$ cat src/rtl/argmax_classifier.sv
// argmax_classifier: captures NB_CLASSES signed scores and scans them with one compare per clock.
// Optional feature ARGMAX_MARGIN_EN adds second-best tracking that drives margin_out.
module argmax_classifier #(
    parameter int NB_CLASSES = 10,
    parameter int WIDTH      = 16,
    parameter int IDX_W      = 4
) (
    input  logic                    clk,
    input  logic                    reset,
    input  logic                    enable,
    input  logic signed [WIDTH-1:0] in_data [0:NB_CLASSES-1],
    input  logic                    in_valid,
    output logic [IDX_W-1:0]        class_out,
    output logic signed [WIDTH-1:0] max_out,
    output logic [WIDTH:0]          margin_out,
    output logic                    out_valid,
    output logic                    busy,
    output logic                    overrun
);

    typedef enum logic {
        IDLE,
        SCAN
    } state_t;

    localparam logic [IDX_W-1:0] LAST_PTR = IDX_W'(NB_CLASSES - 1);

    state_t                  state;
    state_t                  state_next;
    logic                    in_valid_q;
    logic                    start;
    logic                    last;
    logic signed [WIDTH-1:0] score_buf [0:NB_CLASSES-1];
    logic signed [WIDTH-1:0] cand;
    logic signed [WIDTH-1:0] best_val;
    logic signed [WIDTH-1:0] best_val_next;
    logic [IDX_W-1:0]        best_idx;
    logic [IDX_W-1:0]        best_idx_next;
    logic [IDX_W-1:0]        ptr;

    // Only a rising edge of the layer's done level starts a classification.
    assign start = enable && in_valid && !in_valid_q;
    assign cand  = score_buf[ptr];
    assign last  = (ptr == LAST_PTR);

    // NOTE: every signal driven here gets a default first, so no latch can be inferred.
    always_comb begin
        state_next    = state;
        best_val_next = best_val;
        best_idx_next = best_idx;
        case (state)
            IDLE: begin
                if (start) begin
                    state_next = SCAN;
                end
            end
            SCAN: begin
                // Strict compare: ties keep the lower index already held.
                if (cand > best_val) begin
                    best_val_next = cand;
                    best_idx_next = ptr;
                end
                if (enable && last) begin
                    state_next = IDLE;
                end
            end
            default: state_next = IDLE;
        endcase
    end

    // NOTE: state registers use non-blocking assignments so every flop samples pre-edge values.
    always_ff @(posedge clk) begin
        if (reset) begin
            state <= IDLE;
        end else begin
            state <= state_next;
        end
    end

    always_ff @(posedge clk) begin
        if (reset) begin
            in_valid_q <= 1'b0;
            ptr        <= '0;
            best_val   <= '0;
            best_idx   <= '0;
            class_out  <= '0;
            max_out    <= '0;
            out_valid  <= 1'b0;
            busy       <= 1'b0;
            overrun    <= 1'b0;
            // NOTE: the score buffer is cleared on reset because its zero state is defined behaviour.
            for (int i = 0; i < NB_CLASSES; i++) begin
                score_buf[i] <= '0;
            end
        end else if (enable) begin
            in_valid_q <= in_valid;
            out_valid  <= 1'b0;
            overrun    <= 1'b0;
            if (state == IDLE) begin
                if (start) begin
                    score_buf <= in_data;
                    best_val  <= in_data[0];
                    best_idx  <= '0;
                    ptr       <= IDX_W'(1);
                    busy      <= 1'b1;
                end
            end else begin
                best_val <= best_val_next;
                best_idx <= best_idx_next;
                ptr      <= ptr + 1'b1;
                overrun  <= start;
                if (last) begin
                    class_out <= best_idx_next;
                    max_out   <= best_val_next;
                    out_valid <= 1'b1;
                    busy      <= 1'b0;
                    ptr       <= '0;
                end
            end
        end
    end

`ifdef ARGMAX_MARGIN_EN
    localparam logic signed [WIDTH-1:0] MOST_NEG = {1'b1, {(WIDTH-1){1'b0}}};

    logic signed [WIDTH-1:0] second_val;
    logic signed [WIDTH-1:0] second_val_next;
    logic [WIDTH:0]          margin_next;

    always_comb begin
        second_val_next = second_val;
        if (cand > best_val) begin
            second_val_next = best_val;
        end else if ((cand > second_val) || (cand == best_val)) begin
            second_val_next = cand;
        end
        // Sign-extend both operands by one bit; best >= second, so the result is non-negative.
        margin_next = {best_val_next[WIDTH-1], best_val_next}
                    - {second_val_next[WIDTH-1], second_val_next};
    end

    always_ff @(posedge clk) begin
        if (reset) begin
            second_val <= '0;
            margin_out <= '0;
        end else if (enable) begin
            if (state == IDLE) begin
                if (start) begin
                    second_val <= MOST_NEG;
                end
            end else begin
                second_val <= second_val_next;
                if (last) begin
                    margin_out <= margin_next;
                end
            end
        end
    end
`else
    assign margin_out = '0;
`endif

endmodule

$ cat config.mk
export PLATFORM = sky130hd
export DESIGN_NAME = argmax_classifier
export DESIGN_NICKNAME = d
export VERILOG_FILES = /design/src/rtl/argmax_classifier.sv
export SDC_FILE = /design/constraint.sdc
export NUM_CORES = 1
export LEC_CHECK = 0
export CAP_MARGIN = 30
export CORE_ASPECT_RATIO = 2
export CORE_MARGIN = 1
export CORE_UTILIZATION = 40
export CTS_BUF_LIST = sky130_fd_sc_hd__clkbuf_4 sky130_fd_sc_hd__clkbuf_8 sky130_fd_sc_hd__clkbuf_16
export DETAILED_ROUTE_END_ITERATION = 8
export DONT_BUFFER_PORTS = 1
export SYNTH_ARGS = -nofsm -noshare
export SYNTH_HDL_FRONTEND = slang
export SYNTH_SLANG_ARGS = --single-unit
$ cat constraint.sdc
create_clock -name clk -period 4.5 [get_ports clk]
set_clock_uncertainty 0.05 [all_clocks]
set_input_delay 0.225 -clock clk [delete_from_list [all_inputs] [get_ports clk]]
set_output_delay 0.225 -clock clk [all_outputs]
set_load 0.005 [all_outputs]
==> results.tsv <==
stage	metric	value	unit
synthesis	Synth Instances	1107	
place	RePlAce Congestion	0.8966	
routing	via count	8212	
routing	wirelength, routed	29.05	mm
clock_tree	Max H-tree Level	1	
clock_tree	CTS tree	done	
timing	max-slew violations	0	
min_path	worst hold endpoint	busy	
floorplan	core area	22740	um^2
cells_and_area	number of fill cells	2093	
power	Sw Share	27.94	%
routing	routed vias/inst	5.431	
setup_path	r2r worst-path depth	12	
floorplan	DIE AREA	23860	um^2
routing	Post-DRT Antenna Nets	0	
global_route	vias in the first global route	8096	
timing	Setup Viol. Count Final	0	
min_path	Worst Hold Path Cells	2	
setup_path	Max FO, Critical Path	30	
clock_tree	clk buf depth	3	
global_route	first-pass GRT wire length	43.94	mm
synthesis	EDFF count, synth	0	
setup_path	CP Class	reg2reg	
timing	period utilization	91.62	%
power	Clock Power Share	36.5	%
clock_tree	CTS Buf Count	20	
global_route	GRT Residual Overflow	0	
place	# port buffers	0	
power	Worst VDD drop	0.2677	mV
place	Final HPWL DP	19.57	mm
outcome	outcome	finished, final reports clean	
power	PD cells	389.3	nW/um^2
synthesis	post-synthesis sequential area ratio	45.06	%
synthesis	Async S/R FF share, synth	0	%
power	sw power	1.272	mW
cells_and_area	most common cell after layout, fill and taps aside	nand2_1	
setup_path	WP data required	4800	ps
clock_tree	Clock transition at path regs	60	ps
floorplan	Initial Utilization	40.83	%
setup_path	Critical Path Source Type	register	
floorplan	row cnt	78	
power	Flop pwr share	44.4	%
clock_tree	Clock Sink Count	209	
synthesis	distinct cell type count after synthesis	39	
timing	Tmin final	4123	ps
floorplan	Die Wd	109.7	um
timing	Max transition margin	39.12	%
floorplan	# IOs	204	
global_route	largest net degree at the start of global routing	187	
routing	First-pass DRT Iterations	5	
timing	Fin Setup TNS	0	ps
cells_and_area	Final Cell Area	11700	um^2
cells_and_area	Final nets	1401	
cells_and_area	commonest non-fill, non-tap cells in the layout	nand2_1 (347), dfxtp_1 (207), a21oi_1 (190)	
power	Leak	4.156	nW
min_path	Hold Path Class	in2reg	
synthesis	Yosys warnings	0	
setup_path	Worst Setup End Kind	register	
routing	routed length per instance	19.21	um
timing	RSZ-0062 raised after global routing	no	
min_path	HP Start	reset	
timing	hold_ws	11.98	ps
cells_and_area	Area growth, synth to finish	25.97	%
synthesis	synthesized area	9285	um^2
setup_path	worst reg2reg path endpoint	best_val[10]	
global_route	initial antenna violation count	2	
synthesis	Synth Area per Inst	8.388	um^2
synthesis	Yosys reg bits	209	
routing	DR DRC count	0	
timing	FMAX	242.5	MHz
power	combinational power share	19.1	%
cells_and_area	layout cells sized above 1	7.893	%
setup_path	RR Startpoint	ptr[0]	
setup_path	r2r setup slk	380	ps
clock_tree	Root Buffer Master	clkbuf_16	
setup_path	CP Data Arrival Time	4420	ps
floorplan	Die Ht	217.5	um
synthesis	Synth Flop Type	dfxtp_1	
timing	Hold Fails Final Rpt	0	
global_route	GRT Overall Usage	24.46	%
routing	Iter 0 DRT Violations	431	
clock_tree	Worst-Skew Late Latency	510	ps
clock_tree	Setup Fix Bufs, Post-CTS	0	
power	Pint	3.281	mW
job	max cap viols	0	
timing	Worst Max-Slew Pin Slew	913.2	ps
place	Placement Cell Area	9402	um^2
## power by group through the flow
stage	clock (mW)	combinational, mW	sequential (mW)
after floorplan	0	0.622	2.03
after detailed placement	0	0.715	2.06
after global placement	0	0.701	2.06
after global routing	1.75	0.961	2.03
after CTS	1.69	0.867	2.02
final	1.66	0.871	2.02
## flip-flops by register name, indices dropped and copies added, names as in the netlist
signal      flops
score_buf     160
best_val       16
max_out        16
best_idx        4
class_out       4
ptr             4
busy            1
in_valid_q      1
out_valid       1
overrun         1
state           1
## cells by family after synthesis
group           Yosys count  share of synthesized area, %
buf+inv                 123                         6.064
compound gates          289                         18.43
simple gates            415                         17.92
mux                      52                         10.05
flops                   209                         45.06
fa+ha+maj                18                         2.426
other cells               1                       0.04039
## metrics by stage
stage               utilization, %  instances  total power, mW  setup slack (ps)
finish                       51.44       1512            4.554             376.9
global route                 51.43       1511            4.744             141.3
CTS                          51.40       1509            4.580             331.0
detailed placement           41.34       1314            2.776             316.8
global placement             41.34       1314            2.759             374.6
floorplan                        -       1123            2.648             803.5
## cells in the mapped netlist (4+ instances only)
library cell,count,share of area [%]
a21oi_1,190,10
a22o_1,4,0.38
a22oi_1,32,2.6
buf_1,5,0.20
buf_2,9,0.49
buf_4,18,1.5
clkbuf_1,69,2.8
dfxtp_1,209,45
ha_1,18,2.4
inv_1,19,0.77
mux2i_1,19,2.0
mux4_2,32,7.8
nand2_1,348,14
nand3_1,4,0.22
nand4_1,4,0.27
nor2_1,28,1.1
nor2b_1,18,1.2
nor3_1,4,0.22
o21ai_0,18,0.97
o31ai_1,18,1.5
o32ai_1,12,1.1
o32ai_2,4,0.70
## layer usage
metal,share of wire (%),GRT usage (%),vias up
li1,-,-,3983
met1,36,26.31,3879
met2,54,44.78,269
met3,4.6,3.048,81
met4,5.3,13.78,0
met5,0,0,-
## worst max-delay path, stage by stage, from the launching register on
cell	delay, ps
dfxtp_4	500
buf_12	210
mux4_2	530
a22oi_1	220
o21ai_0	270
ha_1	410
a21oi_1	240
a211oi_2	110
nor4_2	410
mux2i_4	340
buf_4	310
nor2b_1	230
o32ai_1	100
## what timing repair did
action	CTS	global route
resized for setup	0	0
endpoints found under the hold margin	188	0
endpoints found under the setup margin	0	0
hold buffers	163	0
## area by class of cell
type	count	area [um^2]	share of cell area, %
sequential	209	4189	35.82
tap	280	350.3	2.995
antenna	3	7.507	0.06418
inverter	19	71.32	0.6098
timing repair buffer	178	1824	15.60
clock buffer	29	616.8	5.274
multi-input combinational	791	4616	39.46
clock inverter	3	21.27	0.1819
## worst max-delay path by stage
stage | depth (start not counted) | slack (ps) | endpoint | start
6_report | 12 | 380 | best_val[10] | ptr[0]
4_1_cts | 12 | 330 | best_val[10] | ptr[0]
3_3_place_gp | 12 | 370 | max_out[5] | ptr[0]
3_5_place_dp | 12 | 320 | best_val[10] | ptr[0]
2_1_floorplan | 14 | 800 | class_out[1] | ptr[0]
5_1_grt | 12 | 140 | best_val[10] | ptr[0]
Power figures use the tool's default switching activity.
